### config.mk
export PLATFORM = sky130hd
export DESIGN_NAME = mc_control_unit
export DESIGN_NICKNAME = d
export VERILOG_FILES = /design/src/rtl/mc_control_unit.sv
export SDC_FILE = /design/constraint.sdc
export NUM_CORES = 1
export LEC_CHECK = 0
export BUFFER_PORTS_ARGS = -buffer_cell sky130_fd_sc_hd__buf_2
export CAP_MARGIN = 20
export CORE_MARGIN = 4
export CORE_UTILIZATION = 50
export CTS_CLUSTER_DIAMETER = 50
export DETAILED_ROUTE_END_ITERATION = 10
export GPL_TIMING_DRIVEN = 0
export PLACE_DENSITY = 0.76
export SLEW_MARGIN = 25
export SYNTH_ARGS = -nofsm -noshare
export SYNTH_HDL_FRONTEND = slang
export SYNTH_SLANG_ARGS = --single-unit
### constraint.sdc
create_clock -name clk -period 2.8 [get_ports clk]
set_input_delay 0.14 -clock clk [delete_from_list [all_inputs] [get_ports clk]]
set_output_delay 0.14 -clock clk [all_outputs]
set_load 0.01 [all_outputs]
### src/rtl/mc_control_unit.sv
// Multicycle CPU control FSM. It decodes the latched IR fields into registered datapath selects and strobes.
// Optional feature macro: OVERFLOW_EXC_EN adds the EXC trap state for overflow and undefined instructions.
module mc_control_unit #(
    parameter int unsigned MEM_WAIT = 0
) (
    input  logic       clk,
    input  logic       reset,
    input  logic [5:0] OPCODE,
    input  logic [5:0] FUNCT,
    input  logic       Zero,
    input  logic       Overflow,
    output logic [1:0] ALUSrcA,
    output logic [1:0] ALUSrcB,
    output logic [2:0] ALUOp,
    output logic [1:0] PCSource,
    output logic       PCWrite,
    output logic       PCWriteCond,
    output logic       IorD,
    output logic       MemRead,
    output logic       MemWrite,
    output logic       IRWrite,
    output logic       ABWrite,
    output logic       ALUOutWrite,
    output logic       MDRWrite,
    output logic       RegWrite,
    output logic       RegDst,
    output logic       MemtoReg,
    output logic       EPCWrite,
    output logic       BranchNE,
    output logic [4:0] state_dbg
);

    typedef enum logic [4:0] {
        S_RESET     = 5'd0,
        S_FETCH     = 5'd1,
        S_DECODE    = 5'd2,
        S_R_EXEC    = 5'd3,
        S_R_WB      = 5'd4,
        S_ADDI_EXEC = 5'd5,
        S_I_WB      = 5'd6,
        S_MEM_ADDR  = 5'd7,
        S_MEM_READ  = 5'd8,
        S_MEM_WB    = 5'd9,
        S_MEM_WRITE = 5'd10,
        S_BRANCH    = 5'd11,
        S_JUMP      = 5'd12,
        S_JR        = 5'd13
`ifdef OVERFLOW_EXC_EN
        ,
        S_EXC       = 5'd14
`endif
    } state_t;

    typedef struct packed {
        logic [1:0] alu_src_a;
        logic [1:0] alu_src_b;
        logic [2:0] alu_op;
        logic [1:0] pc_source;
        logic       pc_write;
        logic       pc_write_cond;
        logic       iord;
        logic       mem_read;
        logic       mem_write;
        logic       ir_write;
        logic       ab_write;
        logic       alu_out_write;
        logic       mdr_write;
        logic       reg_write;
        logic       reg_dst;
        logic       mem_to_reg;
        logic       branch_ne;
    } ctrl_t;

    localparam logic [5:0] OP_RTYPE = 6'h00;
    localparam logic [5:0] OP_J     = 6'h02;
    localparam logic [5:0] OP_BEQ   = 6'h04;
    localparam logic [5:0] OP_BNE   = 6'h05;
    localparam logic [5:0] OP_ADDI  = 6'h08;
    localparam logic [5:0] OP_LW    = 6'h23;
    localparam logic [5:0] OP_SW    = 6'h2B;

    localparam logic [5:0] FN_JR  = 6'h08;
    localparam logic [5:0] FN_ADD = 6'h20;
    localparam logic [5:0] FN_SUB = 6'h22;
    localparam logic [5:0] FN_AND = 6'h24;
    localparam logic [5:0] FN_OR  = 6'h25;
    localparam logic [5:0] FN_SLT = 6'h2A;

    localparam logic [2:0] ALU_PASS = 3'b000;
    localparam logic [2:0] ALU_ADD  = 3'b001;
    localparam logic [2:0] ALU_SUB  = 3'b010;
    localparam logic [2:0] ALU_AND  = 3'b011;
    localparam logic [2:0] ALU_OR   = 3'b100;
    localparam logic [2:0] ALU_SLT  = 3'b101;

    localparam logic [2:0] WAIT_LAST = MEM_WAIT[2:0];

`ifdef OVERFLOW_EXC_EN
    localparam state_t S_TRAP = S_EXC;
`else
    localparam state_t S_TRAP = S_FETCH;
`endif

    state_t     state_q;
    state_t     state_d;
    logic [2:0] cnt_q;
    logic [2:0] cnt_d;
    logic       last_s;
    ctrl_t      ctrl_q;
    ctrl_t      ctrl_d;
    logic       unused_inputs_s;

    function automatic logic funct_legal(input logic [5:0] fn);
        logic ok;
        case (fn)
            FN_ADD, FN_SUB, FN_AND, FN_OR, FN_SLT: ok = 1'b1;
            default:                               ok = 1'b0;
        endcase
        return ok;
    endfunction

    function automatic logic [2:0] funct_alu_op(input logic [5:0] fn);
        logic [2:0] op;
        case (fn)
            FN_ADD:  op = ALU_ADD;
            FN_SUB:  op = ALU_SUB;
            FN_AND:  op = ALU_AND;
            FN_OR:   op = ALU_OR;
            FN_SLT:  op = ALU_SLT;
            default: op = ALU_PASS;
        endcase
        return op;
    endfunction

    function automatic ctrl_t decode_ctrl(input state_t st, input logic last,
                                          input logic [5:0] op, input logic [5:0] fn);
        ctrl_t c;
        c = '0;
        case (st)
            S_FETCH: begin
                c.mem_read = 1'b1;
                if (last) begin
                    c.ir_write  = 1'b1;
                    c.alu_src_b = 2'b01;
                    c.alu_op    = ALU_ADD;
                    c.pc_write  = 1'b1;
                end else begin
                    c.ir_write  = 1'b0;
                end
            end
            S_DECODE: begin
                c.ab_write      = 1'b1;
                c.alu_src_b     = 2'b11;
                c.alu_op        = ALU_ADD;
                c.alu_out_write = 1'b1;
            end
            S_R_EXEC: begin
                c.alu_src_a     = 2'b01;
                c.alu_op        = funct_alu_op(fn);
                c.alu_out_write = 1'b1;
            end
            S_ADDI_EXEC, S_MEM_ADDR: begin
                c.alu_src_a     = 2'b01;
                c.alu_src_b     = 2'b10;
                c.alu_op        = ALU_ADD;
                c.alu_out_write = 1'b1;
            end
            S_R_WB: begin
                c.reg_write = 1'b1;
                c.reg_dst   = 1'b1;
            end
            S_I_WB:   c.reg_write = 1'b1;
            S_MEM_READ: begin
                c.iord      = 1'b1;
                c.mem_read  = 1'b1;
                c.mdr_write = last;
            end
            S_MEM_WB: begin
                c.reg_write  = 1'b1;
                c.mem_to_reg = 1'b1;
            end
            S_MEM_WRITE: begin
                c.iord      = 1'b1;
                c.mem_write = 1'b1;
            end
            S_BRANCH: begin
                c.alu_src_a     = 2'b01;
                c.alu_op        = ALU_SUB;
                c.pc_source     = 2'b01;
                c.pc_write_cond = 1'b1;
                c.branch_ne     = (op == OP_BNE);
            end
            S_JUMP: begin
                c.pc_source = 2'b10;
                c.pc_write  = 1'b1;
            end
            S_JR: begin
                c.alu_src_a = 2'b01;
                c.pc_write  = 1'b1;
            end
`ifdef OVERFLOW_EXC_EN
            S_EXC: begin
                c.pc_source = 2'b11;
                c.pc_write  = 1'b1;
            end
`endif
            default:  c = '0;
        endcase
        return c;
    endfunction

    // Next-state and wait-counter logic; the counter only runs in memory-access states
    always_comb begin
        state_d = state_q;
        cnt_d   = 3'd0;
        last_s  = (cnt_q == WAIT_LAST);
        case (state_q)
            S_RESET: state_d = S_FETCH;
            S_FETCH, S_MEM_READ, S_MEM_WRITE: begin
                if (!last_s) begin
                    cnt_d = cnt_q + 3'd1;
                end else if (state_q == S_FETCH) begin
                    state_d = S_DECODE;
                end else if (state_q == S_MEM_READ) begin
                    state_d = S_MEM_WB;
                end else begin
                    state_d = S_FETCH;
                end
            end
            S_DECODE: begin
                case (OPCODE)
                    OP_RTYPE:      state_d = (FUNCT == FN_JR) ? S_JR : S_R_EXEC;
                    OP_ADDI:       state_d = S_ADDI_EXEC;
                    OP_LW, OP_SW:  state_d = S_MEM_ADDR;
                    OP_BEQ, OP_BNE: state_d = S_BRANCH;
                    OP_J:          state_d = S_JUMP;
                    default:       state_d = S_TRAP;
                endcase
            end
            S_R_EXEC: begin
                if (!funct_legal(FUNCT)) begin
                    state_d = S_TRAP;
`ifdef OVERFLOW_EXC_EN
                end else if (Overflow && ((FUNCT == FN_ADD) || (FUNCT == FN_SUB))) begin
                    state_d = S_EXC;
`endif
                end else begin
                    state_d = S_R_WB;
                end
            end
`ifdef OVERFLOW_EXC_EN
            S_ADDI_EXEC: state_d = Overflow ? S_EXC : S_I_WB;
`else
            S_ADDI_EXEC: state_d = S_I_WB;
`endif
            S_MEM_ADDR: begin
                if (OPCODE == OP_LW) begin
                    state_d = S_MEM_READ;
                end else if (OPCODE == OP_SW) begin
                    state_d = S_MEM_WRITE;
                end else begin
                    state_d = S_FETCH;
                end
            end
            default: state_d = S_FETCH;
        endcase
    end

    // Outputs are decoded from the upcoming state so they register alongside it
    always_comb begin
        ctrl_d = decode_ctrl(state_d, (cnt_d == WAIT_LAST), OPCODE, FUNCT);
    end

    // State, wait counter and control output registers
    always_ff @(posedge clk or negedge reset) begin
        if (!reset) begin
            state_q <= S_RESET;
            cnt_q   <= 3'd0;
            ctrl_q  <= '0;
        end else begin
            state_q <= state_d;
            cnt_q   <= cnt_d;
            ctrl_q  <= ctrl_d;
        end
    end

`ifdef OVERFLOW_EXC_EN
    logic epc_write_q;

    // EPC capture strobe, active only in the trap state
    always_ff @(posedge clk or negedge reset) begin
        if (!reset) begin
            epc_write_q <= 1'b0;
        end else begin
            epc_write_q <= (state_d == S_EXC);
        end
    end

    assign EPCWrite = epc_write_q;
`else
    assign EPCWrite = 1'b0;
`endif

    // Zero qualifies PCWriteCond inside the datapath, so it is not consumed here
    assign unused_inputs_s = ^{Zero, Overflow};

    assign ALUSrcA     = ctrl_q.alu_src_a;
    assign ALUSrcB     = ctrl_q.alu_src_b;
    assign ALUOp       = ctrl_q.alu_op;
    assign PCSource    = ctrl_q.pc_source;
    assign PCWrite     = ctrl_q.pc_write;
    assign PCWriteCond = ctrl_q.pc_write_cond;
    assign IorD        = ctrl_q.iord;
    assign MemRead     = ctrl_q.mem_read;
    assign MemWrite    = ctrl_q.mem_write;
    assign IRWrite     = ctrl_q.ir_write;
    assign ABWrite     = ctrl_q.ab_write;
    assign ALUOutWrite = ctrl_q.alu_out_write;
    assign MDRWrite    = ctrl_q.mdr_write;
    assign RegWrite    = ctrl_q.reg_write;
    assign RegDst      = ctrl_q.reg_dst;
    assign MemtoReg    = ctrl_q.mem_to_reg;
    assign BranchNE    = ctrl_q.branch_ne;
    assign state_dbg   = state_q;

endmodule

Word-level counts from Yosys, hierarchy flattened
Index checks and enable logic that the tools add are counted.
Widths: inputs -> output; s select.
{"block": "classes", "reduce_logical": 15, "n_addsub": 1, "n_eq_ne": 32, "muxes": 33}
{"cell": "$eq 6x6->1 const B", "n": 7}
{"cell": "$eq 5x4->1 const B", "n": 8}
{"cell": "$eq 5x3->1 const B", "n": 6}
{"cell": "$pmux 5 s5", "n": 1}
{"cell": "$mux 4", "n": 6}
{"cell": "$eq 5x2->1 const B", "n": 4}
{"cell": "$pmux 4 s5", "n": 1}
{"cell": "$mux 1", "n": 16}
{"cell": "$pmux 3 s5", "n": 1}
{"cell": "$eq 6x3->1 const B", "n": 2}
{"cell": "$eq 6x4->1 const B", "n": 2}
{"cell": "$pmux 3 s4", "n": 1}
{"cell": "$reduce_or 2->1", "n": 6}
{"cell": "$eq 5x1->1 const B", "n": 2}
{"cell": "$reduce_or 5->1", "n": 2}
{"cell": "$mux 3", "n": 3}
{"cell": "$reduce_or 3->1", "n": 3}
{"cell": "$eq 6x2->1 const B", "n": 1}
{"cell": "$logic_not 3->1", "n": 2}
{"cell": "$logic_not 6->1", "n": 1}
{"cell": "$pmux 2 s3", "n": 1}
{"cell": "$mux 5", "n": 1}
{"cell": "$pmux 2 s2", "n": 1}
{"cell": "$reduce_or 4->1", "n": 1}
{"cell": "other kinds (2)", "n": 2}
{"block": "totals", "out_inout_bits": 28, "in_bits": 16, "elab_cells": 100, "reg_bits": 30}

Logic depth before layout (Yosys ltp)
{"block": "depth", "ltp_word": 9, "ltp_mapped": 9, "ltp_nobuf": 9}

Least setup slack after synthesis
Ideal clock, no wire load.
{"block": "synth_path", "kind": "register -> register", "from": "reg state_q[1] (netlist: state_dbg[1])", "to": "reg ctrl_q, in the netlist ALUOp[0]", "t_arrival_ns": 2.096, "setup_slack_ns": 0.624, "stages_incl_launch_ff": 7, "period_less_slack_ns": 2.176, "t_required_ns": 2.719, "setup_time_ns": 0.081, "n_path_buf": 0, "cell_sequence": "dfrtp_1 > or2b_1 > or4_4 > a211oi_2 > nand2b_2 > or4_4 > o211ai_2"}
{"item": "from (decl)", "line": "104", "rtl": "state_t state_q;"}
{"item": "from (signal assigned)", "line": "281", "rtl": "state_q <= state_d;"}
{"item": "to (signal assigned)", "line": "283", "rtl": "ctrl_q <= ctrl_d;"}
{"item": "to (decl)", "line": "109", "rtl": "ctrl_t ctrl_q;"}

==> results.yml <==
run_status:
  status: "complete, no violations"
sta:
  worst-slew-pin-transition_ns: 0.6017
  final.min_clock_period_ns: 2.476
  finalSetupViolCount: 0
  final_clock_skew_ns: 0.008897
  timing.final.crit_share_pct: 88.43
  grt_setup_unrepaired: "no"
  timing.slew.headroom_pct: 59.88
  timing.setup.tns_ns: 0
  timing.final.max_slew_violations: 0
  finalHoldViolCount: 0
  worst_hold_slack_ns: 0.1285
  achievable-frequency_ghz: 0.4039
synth:
  number_of_enable_type_register_cells_in_the_synthesized_netlist: 0
  ys_async_sr_fraction_pct: 100.0
  synth.top_cell.area_share_pct: 49.79
  synth_sequential_area_ratio_pct: 49.79
  yosysWarnings: 0
  synth_top_cell_by_area: "sky130_fd_sc_hd__dfrtp_1"
  ys_types: 53
  synth-main-ff-cell: "sky130_fd_sc_hd__dfrtp_1"
  syn_inst: 146
  avgSynthCellArea_um2: 9.984
  synth_area_um2: 1458
  yosys_register_bits: 29
  yosys-top-cells-area: "sky130_fd_sc_hd__dfrtp_1 50%, sky130_fd_sc_hd__nor2_1 3.3%, sky130_fd_sc_hd__inv_1 2.8%"
worst_setup_path:
  slowest_delay_ns: 0.56
  setup.worst_path.class: "reg2reg"
  setup.worst_path.start_class: "register"
  critical_path.endpoint_type: "register"
  worst_ep_required_time_ns: 3.05
  reg2regPathDepth: 9
  worstPathBufferInverterCount: 2
  r2r-end: "ALUOp[0]$_DFF_PN0_"
  regToRegStartpoint: "cnt_q[0]$_DFF_PN0_"
  largest_fanout_on_the_critical_path: 7
  critPathTopFamily: "simple AND/OR/NAND/NOR gates"
  cp_data_arrival_time_ns: 2.72
  r2r_setup_slack_ns: 0.32
  critical_path.slowest_cell: "sky130_fd_sc_hd__or4_4"
  crit_chain: "inv_1, ha_1, nor2b_1, a2111o_1, o21ai_1, a21oi_2, inv_1, or4_4, o211ai_2"
  crit_top_cell: "sky130_fd_sc_hd__inv_1"
pwr:
  power_leakage_nw: 0.9095
  power.density_nw_per_um2: 646.5
  total_power_w: 0.001162
  peakVddDrop_v: 0.0004458
place:
  place_hpwl_um: 2334
  post-place-cells: 218
  cell_area_placed_um2: 1699
  port_buf_inserts: 39
  finalWeightedCongestion: 0.8564
routing:
  routed-via-count: 1255
  total_routed_wirelength_um: 3114
  final_antenna_net_count: 0
  first_pass_iters: 4
  drt-vias-per-instance: 5.529
  route.detailed.drc: 0
  detailedRoute.firstIterationViolations: 59
  wire_per_inst_um: 13.72
clock_network:
  worstSkewPairLatency_ns: 0.33
  postCtsSetupBuffers: 0
  cts-root-to-sink-buffers: 2
  total_clock_buffers_created_by_cts: 5
  cts-htree-levels: 2
  tritoncts_num_sinks: 29
  cts_tree: "done"
  ctsRootBufferMaster: "sky130_fd_sc_hd__clkbuf_4"
  clk_pin_slew_ns: 0.09
grt:
  grt.met1_usage_pct: 21.54
  maximum_number_of_pins_on_one_net_before_global_route_repair: 30
  gr-usage-all-layers_pct: 18.10
  initial_antenna_violation_count: 0
  gr-max-usage-layer: "met2"
  vias_in_the_first_global_route: 1130
  grt.met3_usage_pct: 6.198
  grt.met2_usage_pct: 29.88
  wire_length_of_the_first_global_routing_pass_um: 4912
  grt-ovfl-total: 0
worst_hold_path:
  launch_instance_of_the_worst_min_delay_path: "OPCODE[0]"
  hold_end: "BranchNE$_DFF_PN0_"
  min_delay_path_depth: 2
  hold_class: "in2reg"
floorplan:
  placementRows: 19
  die_w_um: 62.00
  initial_utilization_pct: 52.41
  design.portCount: 44
  coreArea_um2: 2781
  die-area_um2: 3843
  die_y_um: 62.00
final_layout:
  layout-area-overhead-vs-synth_pct: 23.35
  post-route-cell-area_um2: 1798
  layout_common_cells: "40 x sky130_fd_sc_hd__buf_2, 29 x sky130_fd_sc_hd__dfrtp_1, 13 x sky130_fd_sc_hd__nor2_1"
  fill_cells: 251
  fin_nets: 213
  final_layout_size_suffix_gt1_share_pct: 33.67
  finish.cell_count_without_fillers: 227
  mostFrequentLayoutCell: "sky130_fd_sc_hd__buf_2"
  regArea_um2: 725.7
  area_of_the_multi_input_gates_um2: 681.9
  num_antenna_cells: 0
flow_run:
  maxCapViolations: 0
[flip-flops by register name, indices dropped and copies added (netlist names)]
register / count
PCSource: 2
PCWriteCond: 1
MDRWrite: 1
BranchNE: 1
RegDst: 1
ALUSrcB: 2
RegWrite: 1
MemRead: 1
state_dbg: 5
ABWrite: 1
IRWrite: 1
ALUOp: 3
ALUSrcA: 1
MemtoReg: 1
cnt_q: 3
MemWrite: 1
IorD: 1
PCWrite: 1
ALUOutWrite: 1
[Yosys cell counts (2+ instances only)]
| cell | number |
|---|---|
| sky130_fd_sc_hd__a21oi_1 | 6 |
| sky130_fd_sc_hd__a31oi_1 | 3 |
| sky130_fd_sc_hd__buf_4 | 2 |
| sky130_fd_sc_hd__dfrtp_1 | 29 |
| sky130_fd_sc_hd__ha_1 | 2 |
| sky130_fd_sc_hd__inv_1 | 11 |
| sky130_fd_sc_hd__nand2_1 | 7 |
| sky130_fd_sc_hd__nand2b_1 | 4 |
| sky130_fd_sc_hd__nand3_1 | 4 |
| sky130_fd_sc_hd__nand4_1 | 2 |
| sky130_fd_sc_hd__nor2_1 | 13 |
| sky130_fd_sc_hd__nor3_1 | 8 |
| sky130_fd_sc_hd__o21ai_0 | 6 |
| sky130_fd_sc_hd__o31ai_1 | 3 |
| sky130_fd_sc_hd__or2_2 | 3 |
| sky130_fd_sc_hd__or2b_2 | 2 |
| sky130_fd_sc_hd__or4_1 | 2 |
| sky130_fd_sc_hd__or4_4 | 2 |
| sky130_fd_sc_hd__xnor2_1 | 3 |
[routing by layer]
metal,part of all wire [%],wire length [µm]
met1,42,1313
met2,48,1495
met3,8.8,273
met4,1.0,32
met5,0,0
[area by class of cell]
class,count,share of cell area (%)
plain buffers,3,1.113
multi-input cells,105,37.93
well taps,31,2.157
clock inverters,1,1.670
flip-flops and latches,29,40.36
repair buffers,40,11.41
inverters,11,2.296
clock buffers,7,3.062
[worst max path at each step]
stage	from	endpoint	slack, ns	cells past startpoint
floorplan	state_dbg[1]$_DFF_PN0_	ALUOp[0]$_DFF_PN0_	0.62	6
global placement	cnt_q[0]$_DFF_PN0_	ALUOp[0]$_DFF_PN0_	0.22	9
detailed placement	cnt_q[0]$_DFF_PN0_	ALUOp[0]$_DFF_PN0_	0.17	9
CTS	cnt_q[0]$_DFF_PN0_	ALUOp[0]$_DFF_PN0_	0.14	9
global route	cnt_q[0]$_DFF_PN0_	PCWrite$_DFF_PN0_	0.14	8
finish	cnt_q[0]$_DFF_PN0_	ALUOp[0]$_DFF_PN0_	0.32	9
[cells by family after synthesis]
logic type	count (synthesis)	synth area share (%)
XOR/XNOR	3	1.803
AND/OR/NAND/NOR	65	26.70
flip-flops	29	49.79
multiplexers	1	0.6867
buffers and inverters	14	4.205
other	1	0.2573
AO/OA/AOI/OAI	31	14.85
adder cells (fa/ha/maj)	2	1.716
[report_power, final]
part | internal, W | total, W | switching (W)
combinational | 0.000123 | 0.000299 | 0.000175
sequential | 0.000479 | 0.000512 | 0.0000333
clock | 0.000213 | 0.000352 | 0.000139
[through the flow]
stage | utilization [%] | setup slack [ns]
after detailed placement | 61.09 | 0.1671
final | 64.64 | 0.3239
after CTS | 64.51 | 0.1380
after global routing | 64.64 | 0.1407
after floorplan | - | 0.6238
after global placement | 61.09 | 0.2155
[timing repair]
| action | CTS | global route |
|---|---|---|
| endpoints found under the setup margin | 0 | 1 |
| hold buffers | 1 | 0 |
| resized for setup | 0 | 1 |
| hold endpoints to repair | 29 | 0 |
Note: power is estimated with default switching activity, not from simulation.
